File: config.mk
export PLATFORM = sky130hd
export DESIGN_NAME = axi_ar_latency_shim_flat
export DESIGN_NICKNAME = d
export VERILOG_FILES = /design/src/rtl/axi_ar_latency_shim_if.sv /design/src/rtl/axi_ar_latency_shim.sv /design/src/flat_wrapper.sv
export SDC_FILE = /design/constraint.sdc
export NUM_CORES = 1
export LEC_CHECK = 0
export ABC_AREA = 0
export CAP_MARGIN = 20
export CORE_UTILIZATION = 30
export CTS_CLUSTER_SIZE = 12
export DETAILED_ROUTE_END_ITERATION = 10
export GPL_TIMING_DRIVEN = 0
export PLACE_DENSITY_LB_ADDON = 0.15
export SYNTH_ARGS = -nofsm -noshare
export SYNTH_HDL_FRONTEND = slang
export SYNTH_SLANG_ARGS = --single-unit
File: constraint.sdc
create_clock -name clk -period 6.4 [get_ports clk]
set_input_delay 0.96 -clock clk [delete_from_list [all_inputs] [get_ports clk]]
set_output_delay 0.96 -clock clk [all_outputs]
set_load 0.01 [all_outputs]
File: src/rtl/axi_ar_latency_shim_if.sv
// +----------------------------------------------------------------------------+
// | axi_ar_latency_shim_if : AR/R bus bundle around the latency shim           |
// | Revision : 1.0                                                             |
// +----------------------------------------------------------------------------+
`default_nettype none

interface axi_ar_latency_shim_if #(
  parameter int ADDR_BITS            = 16,
  parameter int BURST_LEN_WIDTH      = 8,
  parameter int TID_WIDTH            = 8,
  parameter int LOG_BLOCK_DATA_BYTES = 0
);
  localparam int DATA_WIDTH = 8 << LOG_BLOCK_DATA_BYTES;

  // prefetcher-side AR
  logic                       s_ar_valid;
  logic                       s_ar_ready;
  logic [ADDR_BITS-1:0]       s_ar_addr;
  logic [BURST_LEN_WIDTH-1:0] s_ar_len;
  logic [TID_WIDTH-1:0]       s_ar_id;

  // RAM-side AR
  logic                       m_ar_valid;
  logic                       m_ar_ready;
  logic [ADDR_BITS-1:0]       m_ar_addr;
  logic [BURST_LEN_WIDTH-1:0] m_ar_len;
  logic [TID_WIDTH-1:0]       m_ar_id;

  // RAM-side R
  logic                       m_r_valid;
  logic                       m_r_ready;
  logic [DATA_WIDTH-1:0]      m_r_data;
  logic                       m_r_last;
  logic [TID_WIDTH-1:0]       m_r_id;

  // prefetcher-side R
  logic                       s_r_valid;
  logic                       s_r_ready;
  logic [DATA_WIDTH-1:0]      s_r_data;
  logic                       s_r_last;
  logic [TID_WIDTH-1:0]       s_r_id;

  // The shim's own view of the bundle
  modport slave (
    input  s_ar_valid, s_ar_addr, s_ar_len, s_ar_id,
    output s_ar_ready,
    output m_ar_valid, m_ar_addr, m_ar_len, m_ar_id,
    input  m_ar_ready,
    input  m_r_valid, m_r_data, m_r_last, m_r_id,
    output m_r_ready,
    output s_r_valid, s_r_data, s_r_last, s_r_id,
    input  s_r_ready
  );

  // The surrounding environment's view (prefetcher + RAM)
  modport master (
    output s_ar_valid, s_ar_addr, s_ar_len, s_ar_id,
    input  s_ar_ready,
    input  m_ar_valid, m_ar_addr, m_ar_len, m_ar_id,
    output m_ar_ready,
    output m_r_valid, m_r_data, m_r_last, m_r_id,
    input  m_r_ready,
    input  s_r_valid, s_r_data, s_r_last, s_r_id,
    output s_r_ready
  );
endinterface

`default_nettype wire

File: src/rtl/axi_ar_latency_shim.sv
// +----------------------------------------------------------------------------+
// | axi_ar_latency_shim : in-order programmable AR delay queue with bypass,    |
// |                       R pass-through and outstanding-burst tracking        |
// | Revision : 1.0                                                             |
// +----------------------------------------------------------------------------+
`default_nettype none

module axi_ar_latency_shim #(
  parameter int ADDR_BITS            = 16,
  parameter int BURST_LEN_WIDTH      = 8,
  parameter int TID_WIDTH            = 8,
  parameter int LOG_BLOCK_DATA_BYTES = 0,
  parameter int LOG_DEPTH            = 2,
  parameter int LAT_WIDTH            = 8,
  parameter int OUT_CNT_WIDTH        = 8
) (
  input  wire logic                     clk,
  input  wire logic                     rst,
  input  wire logic                     en,
  input  wire logic [LAT_WIDTH-1:0]     crs_latency,
  axi_ar_latency_shim_if.slave          bus,
  output logic [LOG_DEPTH:0]            queueCnt,
  output logic [OUT_CNT_WIDTH-1:0]      outstandingCnt,
  output logic                          overflowErr
);

  localparam int                 DEPTH    = 1 << LOG_DEPTH;
  localparam logic [LOG_DEPTH:0] FULL_CNT = (LOG_DEPTH + 1)'(DEPTH);

  logic [ADDR_BITS-1:0]       r_addr [DEPTH];
  logic [BURST_LEN_WIDTH-1:0] r_len  [DEPTH];
  logic [TID_WIDTH-1:0]       r_id   [DEPTH];
  logic [LAT_WIDTH-1:0]       r_cnt  [DEPTH];
  logic [DEPTH-1:0]           r_vld;
  logic [DEPTH-1:0]           r_ripe;
  logic [LOG_DEPTH-1:0]       r_head;
  logic [LOG_DEPTH-1:0]       r_tail;
  logic [LOG_DEPTH:0]         r_qcnt;
  logic                       r_en_mode;
  logic [OUT_CNT_WIDTH-1:0]   r_out;
  logic                       r_ovf;

  logic                       w_full;
  logic                       w_bypass;
  logic                       w_head_rdy;
  logic                       w_s_ar_ready;
  logic                       w_m_ar_valid;
  logic                       w_push;
  logic                       w_pop;
  logic                       w_issue;
  logic                       w_r_done;

  assign w_full     = (r_qcnt == FULL_CNT);
  assign w_bypass   = ~r_en_mode & (r_qcnt == '0);
  // An entry becomes issuable one edge after its countdown has reached zero,
  // which gives the registered k+latency+1 issue point.
  assign w_head_rdy = r_vld[r_head] & r_ripe[r_head];

  always_comb begin
    w_s_ar_ready = 1'b0;
    w_m_ar_valid = 1'b0;
    if (!rst) begin
      if (w_bypass) begin
        w_s_ar_ready = bus.m_ar_ready;
        w_m_ar_valid = bus.s_ar_valid;
      end else begin
        w_s_ar_ready = r_en_mode & ~w_full;
        w_m_ar_valid = w_head_rdy;
      end
    end
  end

  assign bus.s_ar_ready = w_s_ar_ready;
  assign bus.m_ar_valid = w_m_ar_valid;
  assign bus.m_ar_addr  = w_bypass ? bus.s_ar_addr : r_addr[r_head];
  assign bus.m_ar_len   = w_bypass ? bus.s_ar_len  : r_len[r_head];
  assign bus.m_ar_id    = w_bypass ? bus.s_ar_id   : r_id[r_head];

  assign w_push   = ~w_bypass & bus.s_ar_valid & w_s_ar_ready;
  assign w_pop    = ~w_bypass & w_m_ar_valid & bus.m_ar_ready;
  assign w_issue  = w_m_ar_valid & bus.m_ar_ready;
  assign w_r_done = bus.m_r_valid & bus.s_r_ready & bus.m_r_last;

  // R channel is a pure wire-through in both modes.
  assign bus.s_r_valid = bus.m_r_valid;
  assign bus.s_r_data  = bus.m_r_data;
  assign bus.s_r_last  = bus.m_r_last;
  assign bus.s_r_id    = bus.m_r_id;
  assign bus.m_r_ready = bus.s_r_ready;

  always_ff @(posedge clk) begin
    if (rst) begin
      r_head    <= '0;
      r_tail    <= '0;
      r_qcnt    <= '0;
      r_vld     <= '0;
      r_ripe    <= '0;
      r_en_mode <= 1'b0;
      for (int i = 0; i < DEPTH; i++) begin
        r_cnt[i] <= '0;
      end
    end else begin
      r_en_mode <= en;
      for (int i = 0; i < DEPTH; i++) begin
        if (r_vld[i]) begin
          if (r_cnt[i] == '0) begin
            r_ripe[i] <= 1'b1;
          end else begin
            r_cnt[i] <= r_cnt[i] - 1'b1;
          end
        end
      end
      if (w_pop) begin
        r_vld[r_head]  <= 1'b0;
        r_ripe[r_head] <= 1'b0;
        r_head         <= r_head + 1'b1;
      end
      if (w_push) begin
        r_vld[r_tail]  <= 1'b1;
        r_ripe[r_tail] <= 1'b0;
        r_cnt[r_tail]  <= crs_latency;
        r_addr[r_tail] <= bus.s_ar_addr;
        r_len[r_tail]  <= bus.s_ar_len;
        r_id[r_tail]   <= bus.s_ar_id;
        r_tail         <= r_tail + 1'b1;
      end
      if (w_push && !w_pop) begin
        r_qcnt <= r_qcnt + 1'b1;
      end else if (w_pop && !w_push) begin
        r_qcnt <= r_qcnt - 1'b1;
      end
    end
  end

  always_ff @(posedge clk) begin
    if (rst) begin
      r_out <= '0;
      r_ovf <= 1'b0;
    end else if (w_issue && !w_r_done) begin
      if (&r_out) begin
        r_ovf <= 1'b1;
      end else begin
        r_out <= r_out + 1'b1;
      end
    end else if (w_r_done && !w_issue && (r_out != '0)) begin
      r_out <= r_out - 1'b1;
    end
  end

  assign queueCnt       = r_qcnt;
  assign outstandingCnt = r_out;
  assign overflowErr    = r_ovf;

endmodule

`default_nettype wire

File: src/flat_wrapper.sv
// flat-port wrapper written by rule: the top's interface ports become plain ports
module axi_ar_latency_shim_flat 
#(
  parameter int ADDR_BITS            = 16,
  parameter int BURST_LEN_WIDTH      = 8,
  parameter int TID_WIDTH            = 8,
  parameter int LOG_BLOCK_DATA_BYTES = 0,
  parameter int LOG_DEPTH            = 2,
  parameter int LAT_WIDTH            = 8,
  parameter int OUT_CNT_WIDTH        = 8
)
  (clk, rst, en, crs_latency, queueCnt, outstandingCnt, overflowErr, bus_s_ar_valid, bus_s_ar_addr, bus_s_ar_len, bus_s_ar_id, bus_s_ar_ready, bus_m_ar_valid, bus_m_ar_addr, bus_m_ar_len, bus_m_ar_id, bus_m_ar_ready, bus_m_r_valid, bus_m_r_data, bus_m_r_last, bus_m_r_id, bus_m_r_ready, bus_s_r_valid, bus_s_r_data, bus_s_r_last, bus_s_r_id, bus_s_r_ready);
  axi_ar_latency_shim_if #(.ADDR_BITS(ADDR_BITS), .BURST_LEN_WIDTH(BURST_LEN_WIDTH), .TID_WIDTH(TID_WIDTH), .LOG_BLOCK_DATA_BYTES(LOG_BLOCK_DATA_BYTES)) bus_i ();
  input  wire logic clk;
  input  wire logic rst;
  input  wire logic en;
  input  wire logic [LAT_WIDTH-1:0] crs_latency;
  output logic [LOG_DEPTH:0] queueCnt;
  output logic [OUT_CNT_WIDTH-1:0] outstandingCnt;
  output logic overflowErr;
  input wire logic [$bits(bus_i.s_ar_valid)-1:0] bus_s_ar_valid;
  input wire logic [$bits(bus_i.s_ar_addr)-1:0] bus_s_ar_addr;
  input wire logic [$bits(bus_i.s_ar_len)-1:0] bus_s_ar_len;
  input wire logic [$bits(bus_i.s_ar_id)-1:0] bus_s_ar_id;
  output wire logic [$bits(bus_i.s_ar_ready)-1:0] bus_s_ar_ready;
  output wire logic [$bits(bus_i.m_ar_valid)-1:0] bus_m_ar_valid;
  output wire logic [$bits(bus_i.m_ar_addr)-1:0] bus_m_ar_addr;
  output wire logic [$bits(bus_i.m_ar_len)-1:0] bus_m_ar_len;
  output wire logic [$bits(bus_i.m_ar_id)-1:0] bus_m_ar_id;
  input wire logic [$bits(bus_i.m_ar_ready)-1:0] bus_m_ar_ready;
  input wire logic [$bits(bus_i.m_r_valid)-1:0] bus_m_r_valid;
  input wire logic [$bits(bus_i.m_r_data)-1:0] bus_m_r_data;
  input wire logic [$bits(bus_i.m_r_last)-1:0] bus_m_r_last;
  input wire logic [$bits(bus_i.m_r_id)-1:0] bus_m_r_id;
  output wire logic [$bits(bus_i.m_r_ready)-1:0] bus_m_r_ready;
  output wire logic [$bits(bus_i.s_r_valid)-1:0] bus_s_r_valid;
  output wire logic [$bits(bus_i.s_r_data)-1:0] bus_s_r_data;
  output wire logic [$bits(bus_i.s_r_last)-1:0] bus_s_r_last;
  output wire logic [$bits(bus_i.s_r_id)-1:0] bus_s_r_id;
  input wire logic [$bits(bus_i.s_r_ready)-1:0] bus_s_r_ready;
  assign bus_i.s_ar_valid = bus_s_ar_valid;
  assign bus_i.s_ar_addr = bus_s_ar_addr;
  assign bus_i.s_ar_len = bus_s_ar_len;
  assign bus_i.s_ar_id = bus_s_ar_id;
  assign bus_s_ar_ready = bus_i.s_ar_ready;
  assign bus_m_ar_valid = bus_i.m_ar_valid;
  assign bus_m_ar_addr = bus_i.m_ar_addr;
  assign bus_m_ar_len = bus_i.m_ar_len;
  assign bus_m_ar_id = bus_i.m_ar_id;
  assign bus_i.m_ar_ready = bus_m_ar_ready;
  assign bus_i.m_r_valid = bus_m_r_valid;
  assign bus_i.m_r_data = bus_m_r_data;
  assign bus_i.m_r_last = bus_m_r_last;
  assign bus_i.m_r_id = bus_m_r_id;
  assign bus_m_r_ready = bus_i.m_r_ready;
  assign bus_s_r_valid = bus_i.s_r_valid;
  assign bus_s_r_data = bus_i.s_r_data;
  assign bus_s_r_last = bus_i.s_r_last;
  assign bus_s_r_id = bus_i.s_r_id;
  assign bus_i.s_r_ready = bus_s_r_ready;
  axi_ar_latency_shim #(.ADDR_BITS(ADDR_BITS), .BURST_LEN_WIDTH(BURST_LEN_WIDTH), .TID_WIDTH(TID_WIDTH), .LOG_BLOCK_DATA_BYTES(LOG_BLOCK_DATA_BYTES), .LOG_DEPTH(LOG_DEPTH), .LAT_WIDTH(LAT_WIDTH), .OUT_CNT_WIDTH(OUT_CNT_WIDTH)) u_core (.clk(clk), .rst(rst), .en(en), .crs_latency(crs_latency), .bus(bus_i), .queueCnt(queueCnt), .outstandingCnt(outstandingCnt), .overflowErr(overflowErr));
endmodule
* After elaboration in Yosys (flattened, before gate mapping)
Memory sizes are Yosys's and may differ from the RTL's. A register that Yosys moved wholly into a read port is not among the register bits.
Index checks and enable logic that the tools add are counted.
** Cells by class
- Order comparisons :: 4
- Mux-type cells :: 69
- Bitwise gates (word level) :: 23
- Add/sub/neg operators :: 10
- Equal/unequal tests :: 2
- Reductions and logical operators :: 22
** Operator list (count)
- $mux W8 :: 9
- $mux W1 :: 41
- $sub A8 B1 Y8 const B :: 5
- $logic_not A8 Y1 :: 4
- $mux W4 :: 6
- $mux W16 :: 1
- $and A4 B4 Y4 :: 3
- $mux W2 :: 6
- $and A1 B1 Y1 :: 10
- $reduce_and A9 Y1 :: 1
- $add A8 B1 Y8 const B :: 1
- $not A4 Y4 :: 2
- $reduce_and A8 Y1 :: 1
- $reduce_bool A8 Y1 :: 1
- $logic_and A1 B1 Y1 :: 7
- $lt A2 B3 Y1 const B :: 2
- $mux W3 :: 2
- $add A2 B1 Y2 const B :: 2
- $bmux W1 S2 :: 2
- $demux W1 S2 :: 2
- $ge A2 B1 Y1 const B :: 2
- $logic_not A1 Y1 :: 4
- $or A1 B1 Y1 :: 4
- $or A4 B4 Y4 :: 1
- other kinds (8) :: 11
** Storage, ports and cells
- Memories :: 4
- Flip-flop bits (word level) :: 25
- Input bits :: 64
- Word-level logic and storage cells :: 142
- RAM bits :: 160
- Output and inout bits :: 65
** Memory list
- u_core.r_addr :: words 4, bits a word 16, rd ports 1, clocked after memory_dff 1, write ports 1, line axi_ar_latency_shim.sv:30 : logic [ADDR_BITS-1:0] r_addr [DEPTH];
- u_core.r_cnt :: words 4, bits a word 8, rd ports 4, clocked after memory_dff 0, write ports 5, line axi_ar_latency_shim.sv:33 : logic [LAT_WIDTH-1:0] r_cnt [DEPTH];
- u_core.r_id :: words 4, bits a word 8, rd ports 1, clocked after memory_dff 1, write ports 1, line axi_ar_latency_shim.sv:32 : logic [TID_WIDTH-1:0] r_id [DEPTH];
- u_core.r_len :: words 4, bits a word 8, rd ports 1, clocked after memory_dff 1, write ports 1, line axi_ar_latency_shim.sv:31 : logic [BURST_LEN_WIDTH-1:0] r_len [DEPTH];

* Logic depth before layout (Yosys ltp)
- Depth after elaboration :: 11
- Depth in mapped cells :: 11
- Mapped depth without buffers :: 10

* Worst setup path before layout
Ideal clock, no wire load.
- Path kind :: in2reg
- From :: input bus_s_ar_valid
- To :: memory u_core.r_cnt[0][0], enable pin
- Stages :: 6
- Slack :: 2.832 ns
- Setup time :: 0.329 ns
- Arrival :: 3.239 ns
- Cells stage by stage :: inv_1 > a2111oi_2 > and2_1 > buf_1 > nor2_1 > nand2_1
** RTL lines
- start: declaration :: line flat_wrapper.sv:21 : input wire logic [$bits(bus_i.s_ar_valid)-1:0] bus_s_ar_valid;
- end: declaration :: line axi_ar_latency_shim.sv:33

* Worst setup path in the final report
- From :: input rst
- To :: output bus_m_ar_valid
** Between the ends
- Word-level cells in the longest chain between the ends :: 1
** RTL lines
- start: declaration :: line flat_wrapper.sv:15 : input wire logic rst;
- $mux W1 :: line axi_ar_latency_shim.sv:62 : if (!rst) begin
- end: declaration :: line flat_wrapper.sv:26 : output wire logic [$bits(bus_i.m_ar_valid)-1:0] bus_m_ar_valid;
Every way passes these cells.

==> flow_summary_export.csv <==
group,metric,value,unit
cts,insertion_delay,0.43,ns
routing,initialDrtViolationCount,395,
cts,cts_setup_buffers,0,
cts,ctsHoldBuffers,0,
cts,cts_resized,0,
cts,numCtsBuffers,17,
hold_path,hold_path.class,"reg2reg",
pwr,power.leakage,0.00379,uW
cts,h-tree-depth,4,
cts,clock-sinks,187,
grt,grt.met2_usage,0.236,
cells_and_area,drive_gt1_frac,0.120,
placement,gp_congestion,0.803,
synthesis,async_reset_ff_frac,0,
routing,drtPass1Iterations,4,
placement,portBuffers,112,
worst_setup_path,cp_max_fo,10,
synthesis,synthFlopType,"edfxtp_1",
grt,grt_max_degree,28,
grt,grt_pass1_vias,5630,
placement,dpl.hpwl,13700,um
worst_setup_path,crit_required,5.44,ns
timing,rsz0062_at_grt,"no",
timing,hold_violations,0,
grt,track_usage,0.144,
cts,clock_path_buffers,2,
cells_and_area,n_fill_cell,2716,
worst_setup_path,crit_path_end_kind,"output port",
timing,period_needed,4.63,ns
routing,ant_nets,0,
synthesis,ys_ff_latch,187,
synthesis,synth-seq-area-share,0.613,
synthesis,synth-warning-count,0,
routing,drt-total-wl,20000,um
cts,cts_tree,"yes",
timing,slew_viol_final,0,
routing,via_count,5602,
floorplan,dieArea,29700,um^2
grt,grt-busiest-layer,"met2",
routing,viasPerCell,4.61,
cells_and_area,final_util,0.385,
cells_and_area,diodes,0,
timing,slew_headroom,0.378,
worst_setup_path,start_kind,"input pin",
cts,path_clk_slew,0.07,ns
floorplan,io_pins,129,
routing,route.detailed.drc,0,
synthesis,synthCells,683,
synthesis,synth_edf_count,160,
cells_and_area,fin_nets,909,
timing,max_freq,216,MHz
floorplan,die_width,172,um
timing,period_share,0.724,
cells_and_area,area_growth,26.6,%
routing,post_drt_wl_per_cell,16.5,um
synthesis,syn_area,8710,um^2
timing,tightest_slew,0.933,ns
timing,final.setup_skew,0.0112,ns
grt,grt_pass1_wl,31600,um
synthesis,syn_nets,773,
pwr,p_per_area,253,nW/um^2
timing,finalSetupTns,0,ns
timing,setup_viol,0,
synthesis,synth_cell_types,47,
run_status,status,"complete, no violations",
worst_setup_path,cp_data_arrival_time,3.67,ns
floorplan,coreArea,28600,um^2
grt,grtUsageMet3,0.0236,
floorplan,start_util,0.304,
floorplan,std_cell_rows,62,
run,drv.max_cap_violation_count,0,
worst_setup_path,critPathKind,"in2out",
pwr,vdd_ir_drop_max,0.154,mV
grt,grt_remaining_overflow,0,
cts,clockRootBuffer,"clkbuf_16",
synthesis,syn_area_per_cell,12.8,um^2
floorplan,die_y,172,um
grt,grtUsageMet1,0.191,
worst_setup_path,r2r_setup_slack,3.10,ns
grt,antenna_found_initial,0,
final timing paths:
check,cells past startpoint,end,start
min reg2reg,2,u_core.r_vld[0]$_SDFF_PP0_,u_core.r_vld[0]$_SDFF_PP0_
max reg2reg,10,u_core.outstandingCnt[7]$_SDFFE_PP0P_,u_core.r_head[1]$_SDFFE_PP0N_
min,2,u_core.r_vld[0]$_SDFF_PP0_,u_core.r_vld[0]$_SDFF_PP0_
max,6,bus_m_ar_valid,rst
logic make-up (layout without fill, tap and decap cells):
logic type | count (synthesis) | count (layout) | synth area share
AO/OA/AOI/OAI | 77 | 77 | 0.0554
XOR/XNOR | 29 | 29 | 0.0291
adder cells (fa/ha/maj) | 26 | 26 | 0.0391
buffers and inverters | 69 | 218 | 0.0389
flip-flops | 187 | 187 | 0.613
multiplexers | 40 | 40 | 0.0949
AND/OR/NAND/NOR | 255 | 255 | 0.129
cell type report:
type,count,area (um^2),share of cell area
well taps,384,480,0.0436
repair buffers,117,1210,0.110
inverters,27,101,0.00919
flip-flops and latches,187,5350,0.485
plain buffers,42,243,0.0220
clock inverters,15,193,0.0175
multi-input cells,427,3030,0.275
clock buffers,17,425,0.0386
critical path, stage by stage:
cell             delay [ns]
clkdlybuf4s50_1        0.63
clkbuf_1               0.42
buf_1                  0.53
buf_1                  0.46
nor2_1                 0.16
clkdlybuf4s50_1        0.51
stage by stage:
step | setup WS, ns | area [um^2] | std cells | power (uW) | hold WS (ns)
finish | 1.77 | 11000 | 1216 | 2790 | 0.520
global route | 1.59 | 11000 | 1216 | 2920 | 0.545
CTS | 1.69 | 11000 | 1216 | 2830 | 0.518
detailed placement | 1.71 | 10400 | 1184 | 1760 | 0.505
global placement | 0.834 | 10300 | 1179 | 1750 | 0.496
floorplan | 2.83 | 8710 | 683 | 1580 | 0.471
Yosys cell counts (all sizes together) (3+ instances only):
library cell  count  area share
xnor2            17       0.017
nor2             30       0.013
clkbuf           13      0.0056
edfxtp          160        0.55
nand2b            7      0.0050
nor4              8      0.0057
or3               6      0.0043
nand3            14      0.0080
ha               24       0.034
and2              9      0.0065
a21oi            19       0.011
nor3             13      0.0075
nor2b             4      0.0029
nor4b             5      0.0050
o41ai             4      0.0040
mux2i             5      0.0057
o21ai            35       0.020
dfxtp            27       0.062
mux4             34       0.088
nand2           152       0.065
and3              3      0.0022
inv              27       0.012
buf              29       0.022
xor2             12       0.012
power by group:
part,switching [uW],internal (uW)
combinational,178,179
sequential,26.0,1340
clock,530,536
sequential cells by signal, summed over array words and instances (netlist names), named ones only:
signal and cells:
u_core.r_addr 64, u_core.r_cnt 32, u_core.r_id 32, u_core.r_len 32
u_core.outstandingCnt 8, u_core.r_ripe 4, u_core.r_vld 4, u_core.queueCnt 3
u_core.r_head 2, u_core.r_tail 2, u_core.overflowErr 1, u_core.r_en_mode 1
placed cells by master, fill, tap and decap left out, types with 9 or more instances in the layout:
cell type / n
nand2_1: 152
o21ai_0: 35
nor3_1: 13
buf_4: 19
nand3_1: 14
and2_1: 9
clkdlybuf4s50_1: 112
xnor2_1: 17
edfxtp_1: 160
clkbuf_16: 17
nor2_1: 30
a21oi_1: 18
xor2_1: 12
ha_1: 24
inv_1: 27
dfxtp_1: 27
clkbuf_1: 10
mux4_2: 34
routing by layer:
layer	vias up	wire, um
met4	0	265
met5	-	0
li1	2753	-
met1	2717	9440
met3	17	656
met2	115	9670
Power figures use the tool's default switching activity.
